==> config.mk <==
export PLATFORM = sky130hd
export DESIGN_NAME = fence_sequencer_flat
export DESIGN_NICKNAME = d
export VERILOG_FILES = /design/src/rtl/fence_sequencer_if.sv /design/src/rtl/fence_sequencer.sv /design/src/flat_wrapper.sv
export SDC_FILE = /design/constraint.sdc
export NUM_CORES = 1
export LEC_CHECK = 0
export BUFFER_PORTS_ARGS = -buffer_cell sky130_fd_sc_hd__buf_2
export CAP_MARGIN = 5
export CORE_ASPECT_RATIO = 0.9
export CORE_MARGIN = 2
export CORE_UTILIZATION = 40
export DETAILED_ROUTE_END_ITERATION = 10
export HOLD_SLACK_MARGIN = 0.05
export SYNTH_ARGS = -nofsm -noshare
export SYNTH_HDL_FRONTEND = slang
export SYNTH_SLANG_ARGS = --single-unit
==> constraint.sdc <==
create_clock -name clk_i -period 2.15 [get_ports clk_i]
set_input_delay 0.215 -clock clk_i [delete_from_list [all_inputs] [get_ports clk_i]]
set_output_delay 0.215 -clock clk_i [all_outputs]
set_load 0.03 [all_outputs]
==> src/rtl/fence_sequencer_if.sv <==
// Request/flush-fabric bundle between the commit stage, the fence sequencer
// and the cache/TLB flush fabric. The sequencer takes the slave side.
interface fence_sequencer_if;
    logic       v_i;
    logic       req_valid_i;
    logic [2:0] req_type_i;
    logic       req_ready_o;
    logic       flush_pipe_o;
    logic       flush_dcache_o;
    logic       flush_dcache_ack_i;
    logic       flush_icache_o;
    logic       flush_tlb_o;
    logic       flush_tlb_vvma_o;
    logic       flush_tlb_gvma_o;
    logic       halt_o;
    logic       busy_o;
    logic       done_o;
    logic       err_o;

    modport slave (
        input  v_i, req_valid_i, req_type_i, flush_dcache_ack_i,
        output req_ready_o, flush_pipe_o, flush_dcache_o, flush_icache_o,
               flush_tlb_o, flush_tlb_vvma_o, flush_tlb_gvma_o,
               halt_o, busy_o, done_o, err_o
    );

    modport master (
        output v_i, req_valid_i, req_type_i, flush_dcache_ack_i,
        input  req_ready_o, flush_pipe_o, flush_dcache_o, flush_icache_o,
               flush_tlb_o, flush_tlb_vvma_o, flush_tlb_gvma_o,
               halt_o, busy_o, done_o, err_o
    );
endinterface

==> src/rtl/fence_sequencer.sv <==
// Fence sequencer: serializes FENCE / FENCE.I / SFENCE.VMA / HFENCE.* requests
// through pipe flush, D-cache flush handshake (with timeout), I-cache flush and
// TLB flush, holding the commit stage halted until the sequence completes.
//
// state     | meaning
// ----------+-------------------------------------------------------------
// S_IDLE    | ready for a request; all flush outputs quiet
// S_PIPE    | one-cycle pipeline flush pulse, route by request type
// S_DC_WAIT | D-cache flush level held until ack or timeout
// S_IC      | one-cycle I-cache flush pulse
// S_TLB     | one-cycle pulse on exactly one TLB flush output
// S_DONE    | done pulse with error flag, back to idle
module fence_sequencer #(
    parameter bit          DCACHE_WT      = 1'b0,
    parameter bit          RVH            = 1'b1,
    parameter int unsigned TIMEOUT_CYCLES = 1024
) (
    input  logic              clk_i,
    input  logic              rst_i,
    fence_sequencer_if.slave  bus
);

    localparam int unsigned      CNT_W    = $clog2(TIMEOUT_CYCLES) + 1;
    localparam logic [CNT_W-1:0] CNT_LAST = CNT_W'(TIMEOUT_CYCLES - 1);

    localparam logic [2:0] T_FENCE       = 3'd0;
    localparam logic [2:0] T_FENCE_I     = 3'd1;
    localparam logic [2:0] T_SFENCE_VMA  = 3'd2;
    localparam logic [2:0] T_HFENCE_VVMA = 3'd3;
    localparam logic [2:0] T_HFENCE_GVMA = 3'd4;

    typedef enum logic [2:0] {
        S_IDLE,
        S_PIPE,
        S_DC_WAIT,
        S_IC,
        S_TLB,
        S_DONE
    } state_t;

    state_t           state_q, state_d;
    logic [2:0]       type_q, type_d;
    logic             v_q, v_d;
    logic             illegal_q, illegal_d;
    logic             err_q, err_d;
    logic [CNT_W-1:0] cnt_q, cnt_d;

    logic             req_illegal;
    logic             is_tlb_type;
    logic             dc_needed;

    assign req_illegal = (bus.req_type_i > T_HFENCE_GVMA) ||
                         (!RVH && ((bus.req_type_i == T_HFENCE_VVMA) ||
                                   (bus.req_type_i == T_HFENCE_GVMA)));
    assign is_tlb_type = (type_q == T_SFENCE_VMA) || (type_q == T_HFENCE_VVMA) ||
                         (type_q == T_HFENCE_GVMA);
    assign dc_needed   = !DCACHE_WT && ((type_q == T_FENCE) || (type_q == T_FENCE_I));

    // State and request context registers; reset drops everything to idle at once.
    always_ff @(posedge clk_i or posedge rst_i) begin
        if (rst_i) begin
            state_q   <= S_IDLE;
            type_q    <= 3'd0;
            v_q       <= 1'b0;
            illegal_q <= 1'b0;
            err_q     <= 1'b0;
            cnt_q     <= '0;
        end else begin
            state_q   <= state_d;
            type_q    <= type_d;
            v_q       <= v_d;
            illegal_q <= illegal_d;
            err_q     <= err_d;
            cnt_q     <= cnt_d;
        end
    end

    // Next-state sequencing and Moore output decode from the registered state.
    always_comb begin
        state_d   = state_q;
        type_d    = type_q;
        v_d       = v_q;
        illegal_d = illegal_q;
        err_d     = err_q;
        cnt_d     = cnt_q;

        // Ready is held low while reset is asserted so every output reads 0.
        bus.req_ready_o      = (state_q == S_IDLE) && !rst_i;
        bus.flush_pipe_o     = 1'b0;
        bus.flush_dcache_o   = 1'b0;
        bus.flush_icache_o   = 1'b0;
        bus.flush_tlb_o      = 1'b0;
        bus.flush_tlb_vvma_o = 1'b0;
        bus.flush_tlb_gvma_o = 1'b0;
        bus.halt_o           = (state_q != S_IDLE);
        bus.busy_o           = (state_q != S_IDLE);
        bus.done_o           = 1'b0;
        bus.err_o            = 1'b0;

        unique case (state_q)
            S_IDLE: begin
                if (bus.req_valid_i) begin
                    type_d    = bus.req_type_i;
                    v_d       = bus.v_i;
                    illegal_d = req_illegal;
                    err_d     = req_illegal;
                    state_d   = S_PIPE;
                end
            end
            S_PIPE: begin
                bus.flush_pipe_o = 1'b1;
                cnt_d            = '0;
                if (dc_needed) begin
                    state_d = S_DC_WAIT;
                end else if (type_q == T_FENCE_I) begin
                    state_d = S_IC;
                end else if (is_tlb_type && !illegal_q) begin
                    state_d = S_TLB;
                end else begin
                    state_d = S_DONE;
                end
            end
            S_DC_WAIT: begin
                bus.flush_dcache_o = 1'b1;
                if (bus.flush_dcache_ack_i || (cnt_q == CNT_LAST)) begin
                    // An ack arriving in the timeout cycle still counts as success.
                    if (!bus.flush_dcache_ack_i) begin
                        err_d = 1'b1;
                    end
                    state_d = (type_q == T_FENCE_I) ? S_IC : S_DONE;
                end else begin
                    cnt_d = cnt_q + CNT_W'(1);
                end
            end
            S_IC: begin
                bus.flush_icache_o = 1'b1;
                state_d            = S_DONE;
            end
            S_TLB: begin
                if (type_q == T_HFENCE_GVMA) begin
                    bus.flush_tlb_gvma_o = 1'b1;
                end else if ((type_q == T_HFENCE_VVMA) || (RVH && v_q)) begin
                    bus.flush_tlb_vvma_o = 1'b1;
                end else begin
                    bus.flush_tlb_o = 1'b1;
                end
                state_d = S_DONE;
            end
            S_DONE: begin
                bus.done_o = 1'b1;
                bus.err_o  = err_q;
                err_d      = 1'b0;
                illegal_d  = 1'b0;
                state_d    = S_IDLE;
            end
            default: begin
                state_d = S_IDLE;
            end
        endcase
    end

endmodule

==> src/flat_wrapper.sv <==
// flat-port wrapper written by rule: the top's interface ports become plain ports
module fence_sequencer_flat 
#(
    parameter bit          DCACHE_WT      = 1'b0,
    parameter bit          RVH            = 1'b1,
    parameter int unsigned TIMEOUT_CYCLES = 1024
)
  (clk_i, rst_i, bus_v_i, bus_req_valid_i, bus_req_type_i, bus_flush_dcache_ack_i, bus_req_ready_o, bus_flush_pipe_o, bus_flush_dcache_o, bus_flush_icache_o, bus_flush_tlb_o, bus_flush_tlb_vvma_o, bus_flush_tlb_gvma_o, bus_halt_o, bus_busy_o, bus_done_o, bus_err_o);
  fence_sequencer_if bus_i ();
  input  logic clk_i;
  input  logic rst_i;
  input wire logic [$bits(bus_i.v_i)-1:0] bus_v_i;
  input wire logic [$bits(bus_i.req_valid_i)-1:0] bus_req_valid_i;
  input wire logic [$bits(bus_i.req_type_i)-1:0] bus_req_type_i;
  input wire logic [$bits(bus_i.flush_dcache_ack_i)-1:0] bus_flush_dcache_ack_i;
  output wire logic [$bits(bus_i.req_ready_o)-1:0] bus_req_ready_o;
  output wire logic [$bits(bus_i.flush_pipe_o)-1:0] bus_flush_pipe_o;
  output wire logic [$bits(bus_i.flush_dcache_o)-1:0] bus_flush_dcache_o;
  output wire logic [$bits(bus_i.flush_icache_o)-1:0] bus_flush_icache_o;
  output wire logic [$bits(bus_i.flush_tlb_o)-1:0] bus_flush_tlb_o;
  output wire logic [$bits(bus_i.flush_tlb_vvma_o)-1:0] bus_flush_tlb_vvma_o;
  output wire logic [$bits(bus_i.flush_tlb_gvma_o)-1:0] bus_flush_tlb_gvma_o;
  output wire logic [$bits(bus_i.halt_o)-1:0] bus_halt_o;
  output wire logic [$bits(bus_i.busy_o)-1:0] bus_busy_o;
  output wire logic [$bits(bus_i.done_o)-1:0] bus_done_o;
  output wire logic [$bits(bus_i.err_o)-1:0] bus_err_o;
  assign bus_i.v_i = bus_v_i;
  assign bus_i.req_valid_i = bus_req_valid_i;
  assign bus_i.req_type_i = bus_req_type_i;
  assign bus_i.flush_dcache_ack_i = bus_flush_dcache_ack_i;
  assign bus_req_ready_o = bus_i.req_ready_o;
  assign bus_flush_pipe_o = bus_i.flush_pipe_o;
  assign bus_flush_dcache_o = bus_i.flush_dcache_o;
  assign bus_flush_icache_o = bus_i.flush_icache_o;
  assign bus_flush_tlb_o = bus_i.flush_tlb_o;
  assign bus_flush_tlb_vvma_o = bus_i.flush_tlb_vvma_o;
  assign bus_flush_tlb_gvma_o = bus_i.flush_tlb_gvma_o;
  assign bus_halt_o = bus_i.halt_o;
  assign bus_busy_o = bus_i.busy_o;
  assign bus_done_o = bus_i.done_o;
  assign bus_err_o = bus_i.err_o;
  fence_sequencer #(.DCACHE_WT(DCACHE_WT), .RVH(RVH), .TIMEOUT_CYCLES(TIMEOUT_CYCLES)) u_core (.clk_i(clk_i), .rst_i(rst_i), .bus(bus_i));
endmodule
Yosys cells after proc, flatten, opt, wreduce, memory -nomap -nowiden

Cells that the tools add are included.

Output and inout port bits: 11
Register bits: 20
Bits of input ports: 8
Logic and storage cells: 70

Equal/unequal tests: 14
Magnitude comparators: 1
Mux-type cells: 27
Add/subtract/negate cells: 1
Reduce and logical (&&, ||, !) cells: 21

Operator list:

| operator                | number |
|---|---|
| $pmux W11 S2            | 1 |
| $mux W1                 | 17 |
| $mux W3                 | 5 |
| $eq A3 B2 Y1 const B    | 4 |
| $pmux W3 S4             | 1 |
| $add A11 B1 Y11 const B | 1 |
| $eq A11 B10 Y1 const B  | 1 |
| $mux W11                | 1 |
| $eq A3 B3 Y1 const B    | 3 |
| $reduce_and A2 Y1       | 4 |
| $eq A3 B1 Y1 const B    | 2 |
| $logic_not A3 Y1        | 2 |
| $ne A2 B2 Y1 const B    | 3 |
| $reduce_bool A3 Y1      | 2 |
| $logic_or A1 B1 Y1      | 5 |
| $reduce_and A4 Y1       | 1 |
| $reduce_bool A2 Y1      | 2 |
| $gt A3 B3 Y1 const B    | 1 |
| $pmux W1 S3             | 1 |
| $logic_and A1 B1 Y1     | 2 |
| $logic_not A1 Y1        | 2 |
| $ne A2 B1 Y1 const B    | 1 |
| $pmux W1 S2             | 1 |
| $reduce_or A2 Y1        | 1 |

Depth between registers and ports, before layout

Gate-level depths: netlist of run 1.

Word-level depth: 8
Gate-level depth with buffers: 7
Depth with buffers taken out: 5

Least setup slack after synthesis of run 1

OpenSTA, ideal clock, no wires.

Kind: flip-flop to output port
Start point: reg u_core.state_q[2]
End point: out bus_flush_tlb_o
Cell stages (with the launch flop): 4
Setup slack: -0.129 ns
Arrival: 2.064 ns
Cells stage by stage: dfrtp_1 > clkbuf_1 > or3b_2 > nor4_1

Cells in the longest elaborated chain, start to end: 2

RTL lines:

| item                   | RTL line               | RTL |
|---|---|---|
| from (decl)            | fence_sequencer.sv:41  | `state_t state_q, state_d;` |
| from (signal assigned) | fence_sequencer.sv:69  | `state_q <= state_d;` |
| $eq A3 B3 Y1           | fence_sequencer.sv:100 | `unique case (state_q)` |
| $mux W1                | fence_sequencer.sv:100 |  |
| to (decl)              | flat_wrapper.sv:20     | `output wire logic [$bits(bus_i.flush_tlb_o)-1:0] bus_flush_tlb_o;` |

Every way passes these cells.

Worst setup path after layout of run 1

Start point: reg u_core.state_q[1]
End point: out bus_flush_tlb_o

The elaborated chain is that of the path after synthesis.

==> flow_results.xml, run 1 <==
<?xml version="1.0" encoding="UTF-8"?>
<metrics>
  <group name="power_and_ir_drop">
    <metric name="p_int" unit="mW">0.831</metric>
    <metric name="seq_power_share" unit="%">36.9</metric>
    <metric name="net-switching-power" unit="mW">0.707</metric>
    <metric name="combinationalPowerShare" unit="%">51.6</metric>
    <metric name="p_per_area" unit="nW/um2">1140</metric>
    <metric name="power.static_leakage" unit="nW">0.613</metric>
    <metric name="power_frac_clock" unit="%">11.5</metric>
    <metric name="swShare" unit="%">46.0</metric>
    <metric name="power.ir.vdd_worst" unit="mV">0.474</metric>
    <metric name="final_total_pwr" unit="mW">1.54</metric>
  </group>
  <group name="placement">
    <metric name="detailedPlace.worstSlack" unit="ps">301</metric>
    <metric name="post_dp_cell_area" unit="um2">1330</metric>
    <metric name="gpl.final_weighted_congestion" unit="">0.773</metric>
    <metric name="dpl.hpwl" unit="mm">1.96</metric>
    <metric name="port_buffers" unit="">18</metric>
  </group>
  <group name="sta">
    <metric name="postLayoutSetupSlackWorst" unit="ps">79.0</metric>
    <metric name="skew" unit="ps">7.55</metric>
    <metric name="grt_setup_unrepaired" unit="">no</metric>
    <metric name="timing_worst_slew_pin_value" unit="ps">802</metric>
    <metric name="maxSlewViolCount" unit="">0</metric>
    <metric name="fmax" unit="GHz">0.483</metric>
    <metric name="fin_tns_setup" unit="ps">0</metric>
    <metric name="setup_viol" unit="">0</metric>
    <metric name="final.period_utilization" unit="%">96.3</metric>
    <metric name="slew_headroom" unit="%">46.5</metric>
    <metric name="final_period_minus_worst_setup_slack" unit="ps">2070</metric>
    <metric name="final-hold-violation-count" unit="">0</metric>
  </group>
  <group name="cells_and_area">
    <metric name="syn2layout_area_growth" unit="%">13.1</metric>
    <metric name="layout.nets" unit="">165</metric>
    <metric name="fin_util" unit="%">48.3</metric>
    <metric name="layout-drive-gt1-share" unit="%">21.4</metric>
    <metric name="finish.instance_area" unit="um2">1350</metric>
    <metric name="n_antenna_cell" unit="">0</metric>
  </group>
  <group name="synthesis">
    <metric name="synthAdderAreaFrac" unit="%">1.05</metric>
    <metric name="post_synthesis_share_of_cell_area_spent_on_and_or_nand_and_nor_gates" unit="%">30.2</metric>
    <metric name="yosys_warnings" unit="">0</metric>
    <metric name="mux_cell_area_share_after_synthesis" unit="%">7.97</metric>
    <metric name="synth_nets" unit="">148</metric>
    <metric name="synth_top_family_by_area" unit="">simple AND/OR/NAND/NOR gates</metric>
    <metric name="netlist.area_leader.share" unit="%">41.9</metric>
    <metric name="postSynth.topFlopCell" unit="">dfrtp_1</metric>
    <metric name="number_of_flops_mapped_to_enable_cells_by_yosys" unit="">0</metric>
    <metric name="async_reset_ff_share" unit="%">100</metric>
    <metric name="seq_area_frac_synth" unit="%">41.9</metric>
    <metric name="yosysMostFrequentCell" unit="">dfrtp_1</metric>
    <metric name="synth.avg_cell_area" unit="um2">8.59</metric>
    <metric name="synth_area" unit="um2">1190</metric>
    <metric name="synth_top_area_cell" unit="">dfrtp_1</metric>
    <metric name="synthCells" unit="">139</metric>
    <metric name="synth.top_cells.by_count" unit="">20 x dfrtp_1, 16 x nor2_1, 13 x nand2_1, 9 x a21oi_1</metric>
    <metric name="netlist-cell-type-count" unit="">36</metric>
    <metric name="ys_ff_latch" unit="">20</metric>
    <metric name="ranking_of_synthesized_cells_by_area" unit="">dfrtp_1 42%, nor2_1 5.0%, mux2i_1 4.2%</metric>
    <metric name="synth_compound_gate_area_share" unit="%">14.0</metric>
    <metric name="post_synth_xor_area_fraction" unit="%">0</metric>
  </group>
  <group name="critical_path">
    <metric name="setup.worst_path.start_class" unit="">register</metric>
    <metric name="worst_setup_path_end_kind" unit="">output port</metric>
    <metric name="critical_path_peak_fanout" unit="">16</metric>
    <metric name="worst-endpoint-arrival" unit="ps">1860</metric>
    <metric name="critical_path_required" unit="ps">1930</metric>
    <metric name="path_class" unit="">register to output port</metric>
  </group>
  <group name="die">
    <metric name="floorplan.die.width" unit="um">61.6</metric>
    <metric name="design.die.area" unit="um2">3440</metric>
    <metric name="dieHeight" unit="um">55.8</metric>
    <metric name="initial_utilization" unit="%">42.7</metric>
    <metric name="placementRows" unit="">18</metric>
    <metric name="pin_count" unit="">19</metric>
    <metric name="core_region_area" unit="um2">2790</metric>
  </group>
  <group name="clock_network">
    <metric name="cts_buffer_depth" unit="">2</metric>
    <metric name="clock_pin_transition_on_the_worst_setup_and_hold_timing_paths" unit="ps">110</metric>
    <metric name="worst_skew_pair.late_latency" unit="ps">300</metric>
    <metric name="numCtsBuffers" unit="">3</metric>
    <metric name="clock_sink_count" unit="">20</metric>
    <metric name="tritoncts" unit="">yes</metric>
    <metric name="h_tree_level_count" unit="">1</metric>
    <metric name="cts_root_buf" unit="">clkbuf_4</metric>
  </group>
  <group name="grt">
    <metric name="grt_max_degree" unit="">21</metric>
    <metric name="grt_antenna_before_repair" unit="">0</metric>
    <metric name="grt.total_usage" unit="%">16.7</metric>
    <metric name="grt_pass1_vias" unit="">931</metric>
    <metric name="global_route.overflow_total" unit="">0</metric>
    <metric name="first_pass_grt_wire_length" unit="mm">4.43</metric>
  </group>
  <group name="detailed_routing">
    <metric name="route.vias.total" unit="">1055</metric>
    <metric name="drt-vias-per-instance" unit="">5.44</metric>
    <metric name="detail_route.wl_per_cell" unit="um">13.4</metric>
    <metric name="drt-total-wl" unit="mm">2.60</metric>
    <metric name="drc" unit="">0</metric>
    <metric name="dr.first_iter.drc_count" unit="">31</metric>
    <metric name="ant_nets" unit="">0</metric>
    <metric name="drt_pass1_iterations" unit="">4</metric>
  </group>
  <group name="hold_path">
    <metric name="min_path_type" unit="">input port to async pin</metric>
  </group>
  <group name="run_status">
    <metric name="run_status" unit="">finished, final reports clean</metric>
  </group>
  <group name="job">
    <metric name="max_cap_violations" unit="">0</metric>
  </group>
</metrics>
path summary, 6_finish.rpt:
path | to | slack [ps] | startpoint | cells past startpoint
setup / recovery | bus_flush_tlb_o | 80 | u_core.state_q[1] | 4
hold / removal | u_core.err_q | 60 | rst_i | 2
setup reg to reg | u_core.cnt_q[5] | 260 | u_core.state_q[0] | 4
hold reg to reg | u_core.cnt_q[7] | 520 | u_core.cnt_q[7] | 1
max in group asynchronous | u_core.cnt_q[5] | 1590 | rst_i | 2
min in group clk_i | u_core.v_q | 150 | bus_v_i | 2
critical path, stage by stage, from the launching register on:
cell     delay [ps]
dfrtp_1         400
buf_4           180
or3b_2          490
nor4_2          260
buf_2           230
final cells by class:
| type | count | area [um2] |
|---|---|---|
| fill | 300 | 1440 |
| multi-input combinational | 105 | 642 |
| sequential | 20 | 500 |
| timing repair buffer | 22 | 120 |
| tap | 40 | 50.0 |
| clock buffer | 3 | 22.5 |
| inverter | 4 | 15.0 |
kinds of logic (layout without fill, tap and decap cells):
family / after synthesis / count (layout)
mux: 9 / 9
flops: 20 / 20
fa+ha+maj: 1 / 1
buf+inv: 14 / 29
simple gates: 67 / 67
compound gates: 28 / 28
power by group through the flow:
| stage | logic [mW] | registers, mW | clock network [mW] |
|---|---|---|---|
| finish | 0.793 | 0.567 | 0.177 |
| global placement | 0.782 | 0.570 | 0 |
| detailed placement | 0.793 | 0.577 | 0 |
| floorplan | 0.669 | 0.512 | 0 |
| global route | 0.883 | 0.584 | 0.202 |
| CTS | 0.795 | 0.568 | 0.184 |
metal layers:
metal / track usage (%) / part of all wire, % / vias up
li1: - / - / 526
met1: 26.7 / 52 / 508
met2: 23.2 / 44 / 19
met3: 4.19 / 3.3 / 2
met4: 1.82 / 0.39 / 0
met5: 0 / 0 / -
repair_timing:
item | 4_1_cts | 5_1_grt
gates resized for setup | 0 | 1
hold buffers | 0 | 0
setup endpoints to repair | 0 | 1
setup buffers | 0 | 0
state kept, by name, summed over array words and instances, names as in the netlist:
name	count
u_core.cnt_q	11
u_core.err_q	1
u_core.illegal_q	1
u_core.state_q	3
u_core.type_q	3
u_core.v_q	1
stage by stage:
step	hold WS [ps]	instances
detailed placement	421	191
global placement	417	191
CTS	87.9	194
floorplan	179	139
global route	111	194
finish	55.4	194
cells in the final DEF, fill, tap and decap left out, types with 2 or more instances in the layout:
master / count
and4_1: 3
or4b_1: 2
nor3_1: 5
mux2i_1: 5
nand3_1: 6
clkbuf_4: 3
a21oi_1: 9
nor2b_1: 3
inv_1: 3
dfrtp_1: 20
mux2_2: 4
nand4_1: 3
buf_4: 4
o21ai_0: 8
nand2_1: 13
or3_1: 2
a21boi_0: 2
nand2b_1: 2
buf_2: 18
and2_1: 3
a211oi_1: 2
o31ai_1: 2
o21a_1: 2
nor2_1: 16
or3b_2: 2
Power figures use the tool's default switching activity.
==> run 2, diff against run 1 <==
--- a/config.mk
+++ b/config.mk
@@ -6,11 +6,11 @@
 export NUM_CORES = 1
 export LEC_CHECK = 0
 export BUFFER_PORTS_ARGS = -buffer_cell sky130_fd_sc_hd__buf_2
-export CAP_MARGIN = 5
+export CAP_MARGIN = 20
 export CORE_ASPECT_RATIO = 0.9
-export CORE_MARGIN = 2
 export CORE_UTILIZATION = 40
 export DETAILED_ROUTE_END_ITERATION = 10
+export GPL_TIMING_DRIVEN = 0
 export HOLD_SLACK_MARGIN = 0.05
 export SYNTH_ARGS = -nofsm -noshare
 export SYNTH_HDL_FRONTEND = slang
==> flow_results.xml, run 2 (synthesis results as in run 1) <==
<?xml version="1.0" encoding="UTF-8"?>
<metrics>
  <group name="critical_path">
    <metric name="worst-endpoint-arrival" unit="ps">1840</metric>
    <metric name="worst-path-buf-inv" unit="">2</metric>
    <metric name="crit-reg2reg-capture" unit="">u_core.cnt_q[7]</metric>
    <metric name="worst-r2r-cell-count" unit="">5</metric>
    <metric name="cp_top_family" unit="">simple AND/OR/NAND/NOR gates</metric>
    <metric name="r2r-start" unit="">u_core.state_q[0]</metric>
    <metric name="worst_path_max_delay_cell" unit="">or3b_2</metric>
    <metric name="setup.worst_path.start_class" unit="">register</metric>
    <metric name="critical_path.startpoint" unit="">u_core.state_q[2]</metric>
    <metric name="max_stage_delay" unit="ps">500</metric>
    <metric name="crit_path_cell_trace" unit="">clkbuf_4 -&gt; or3b_2 -&gt; nor4_2 -&gt; buf_4</metric>
    <metric name="critical_path_required" unit="ps">1930</metric>
    <metric name="worst_setup_path_end_kind" unit="">output port</metric>
    <metric name="critical_path_peak_fanout" unit="">10</metric>
    <metric name="path_class" unit="">register to output port</metric>
    <metric name="worst-r2r-setup-slack" unit="ps">130</metric>
  </group>
  <group name="die">
    <metric name="placementRows" unit="">18</metric>
    <metric name="design.die.area" unit="um2">3210</metric>
    <metric name="dieHeight" unit="um">53.8</metric>
    <metric name="initial_utilization" unit="%">42.7</metric>
    <metric name="floorplan.die.width" unit="um">59.6</metric>
    <metric name="pin_count" unit="">19</metric>
    <metric name="core_region_area" unit="um2">2790</metric>
  </group>
  <group name="sta">
    <metric name="skew" unit="ps">10.4</metric>
    <metric name="final-hold-violation-count" unit="">0</metric>
    <metric name="grt_setup_unrepaired" unit="">no</metric>
    <metric name="timing_worst_slew_pin_value" unit="ps">779</metric>
    <metric name="setup_viol" unit="">0</metric>
    <metric name="final_period_minus_worst_setup_slack" unit="ps">2050</metric>
    <metric name="slew_headroom" unit="%">48.0</metric>
    <metric name="maxSlewViolCount" unit="">0</metric>
    <metric name="fin_tns_setup" unit="ps">0</metric>
    <metric name="fmax" unit="GHz">0.488</metric>
    <metric name="final.period_utilization" unit="%">95.4</metric>
  </group>
  <group name="grt">
    <metric name="grt_pass1_vias" unit="">871</metric>
    <metric name="grt_antenna_before_repair" unit="">0</metric>
    <metric name="grt_max_degree" unit="">21</metric>
    <metric name="global_route.overflow_total" unit="">0</metric>
    <metric name="first_pass_grt_wire_length" unit="mm">4.12</metric>
    <metric name="grt.total_usage" unit="%">17.6</metric>
  </group>
  <group name="hold_path">
    <metric name="min_path_type" unit="">input port to async pin</metric>
  </group>
  <group name="power_and_ir_drop">
    <metric name="power.ir.vdd_worst" unit="mV">0.651</metric>
    <metric name="power.static_leakage" unit="nW">0.614</metric>
    <metric name="p_int" unit="mW">0.845</metric>
    <metric name="net-switching-power" unit="mW">0.712</metric>
    <metric name="final_total_pwr" unit="mW">1.56</metric>
    <metric name="seq_power_share" unit="%">34.7</metric>
    <metric name="swShare" unit="%">45.7</metric>
    <metric name="power_frac_clock" unit="%">11.9</metric>
    <metric name="combinationalPowerShare" unit="%">53.4</metric>
    <metric name="p_per_area" unit="nW/um2">1140</metric>
  </group>
  <group name="clock_network">
    <metric name="postCtsSetupRepairBufs" unit="">0</metric>
    <metric name="tritoncts" unit="">yes</metric>
    <metric name="cts_resized" unit="">1</metric>
    <metric name="cts_buffer_depth" unit="">2</metric>
    <metric name="numCtsBuffers" unit="">3</metric>
    <metric name="clock_sink_count" unit="">20</metric>
    <metric name="cts_root_buf" unit="">clkbuf_4</metric>
    <metric name="ctsHoldBuffers" unit="">0</metric>
    <metric name="clock_pin_transition_on_the_worst_setup_and_hold_timing_paths" unit="ps">120</metric>
    <metric name="h_tree_level_count" unit="">1</metric>
    <metric name="worst_skew_pair.late_latency" unit="ps">300</metric>
  </group>
  <group name="cells_and_area">
    <metric name="syn2layout_area_growth" unit="%">14.5</metric>
    <metric name="n_antenna_cell" unit="">0</metric>
    <metric name="reg.largest.list" unit="">u_core.cnt_q x11, u_core.state_q x3, u_core.type_q x3</metric>
    <metric name="layout.nets" unit="">170</metric>
    <metric name="largest_reg_flops" unit="">11</metric>
    <metric name="largest_register" unit="">u_core.cnt_q</metric>
    <metric name="final_common_cell" unit="">dfrtp_1</metric>
    <metric name="layout-drive-gt1-share" unit="%">20.1</metric>
    <metric name="final_cell_mix" unit="">19 x dfrtp_1, 18 x buf_2, 16 x nor2_1</metric>
  </group>
  <group name="detailed_routing">
    <metric name="detail_route.wl_per_cell" unit="um">12.6</metric>
    <metric name="drc" unit="">0</metric>
    <metric name="ant_nets" unit="">0</metric>
    <metric name="drt-total-wl" unit="mm">2.52</metric>
    <metric name="drt-vias-per-instance" unit="">5.36</metric>
    <metric name="dr.first_iter.drc_count" unit="">28</metric>
    <metric name="drt_pass1_iterations" unit="">4</metric>
    <metric name="route.vias.total" unit="">1066</metric>
  </group>
  <group name="placement">
    <metric name="dpl.hpwl" unit="mm">1.85</metric>
    <metric name="gpl.final_weighted_congestion" unit="">0.760</metric>
    <metric name="port_buffers" unit="">18</metric>
  </group>
  <group name="run_status">
    <metric name="run_status" unit="">finished, final reports clean</metric>
  </group>
  <group name="job">
    <metric name="max_cap_violations" unit="">0</metric>
  </group>
</metrics>
## run 2: area by class of cell
| cell class | instances | area [um2] |
|---|---|---|
| multi-input cells | 105 | 642 |
| clock buffers | 3 | 22.5 |
| repair buffers | 18 | 92.6 |
| plain buffers | 9 | 42.5 |
| inverters | 4 | 15.0 |
| fillers | 310 | 1430 |
| well taps | 40 | 50.0 |
| flip-flops and latches | 20 | 502 |
## run 2: worst max path at each step
stage                             endpoint  slack (ps)  cells past startpoint
after floorplan            bus_flush_tlb_o         200                      3
after global placement     u_core.cnt_q[5]         260                      5
after detailed placement   bus_flush_tlb_o         280                      4
after CTS                  bus_flush_tlb_o          40                      4
after global routing      bus_flush_pipe_o           8                      5
final                      bus_flush_tlb_o         100                      4
## run 2: layer usage
metal	GRT usage, %	vias to the layer above	wire [um]
met5	0	-	0
met4	6.98	0	12
met3	2.40	2	85
met2	24.0	19	1070
met1	27.5	510	1350
li1	-	535	-
## run 2: per-stage QoR
| step | cell area [um2] | hold WS, ps | utilization (%) | cells | setup slack [ps] |
|---|---|---|---|---|---|
| after floorplan | 1200 | 179 | - | 139 | 199 |
| after global placement | 1340 | 425 | 48.0 | 197 | 257 |
| after detailed placement | 1340 | 423 | 48.0 | 197 | 283 |
| after CTS | 1360 | 77.4 | 48.7 | 199 | 43.9 |
| after global routing | 1370 | 131 | 48.9 | 199 | 7.51 |
| final | 1370 | 36.9 | 48.9 | 199 | 98.8 |
## run 2: power by group through the flow
stage          clock, mW  combinational [mW]  sequential [mW]
2_1_floorplan          0               0.669            0.512
3_3_place_gp           0               0.841            0.522
3_5_place_dp           0               0.849            0.527
4_1_cts            0.191               0.829            0.537
5_1_grt            0.203               0.926            0.555
6_report           0.185               0.832            0.541
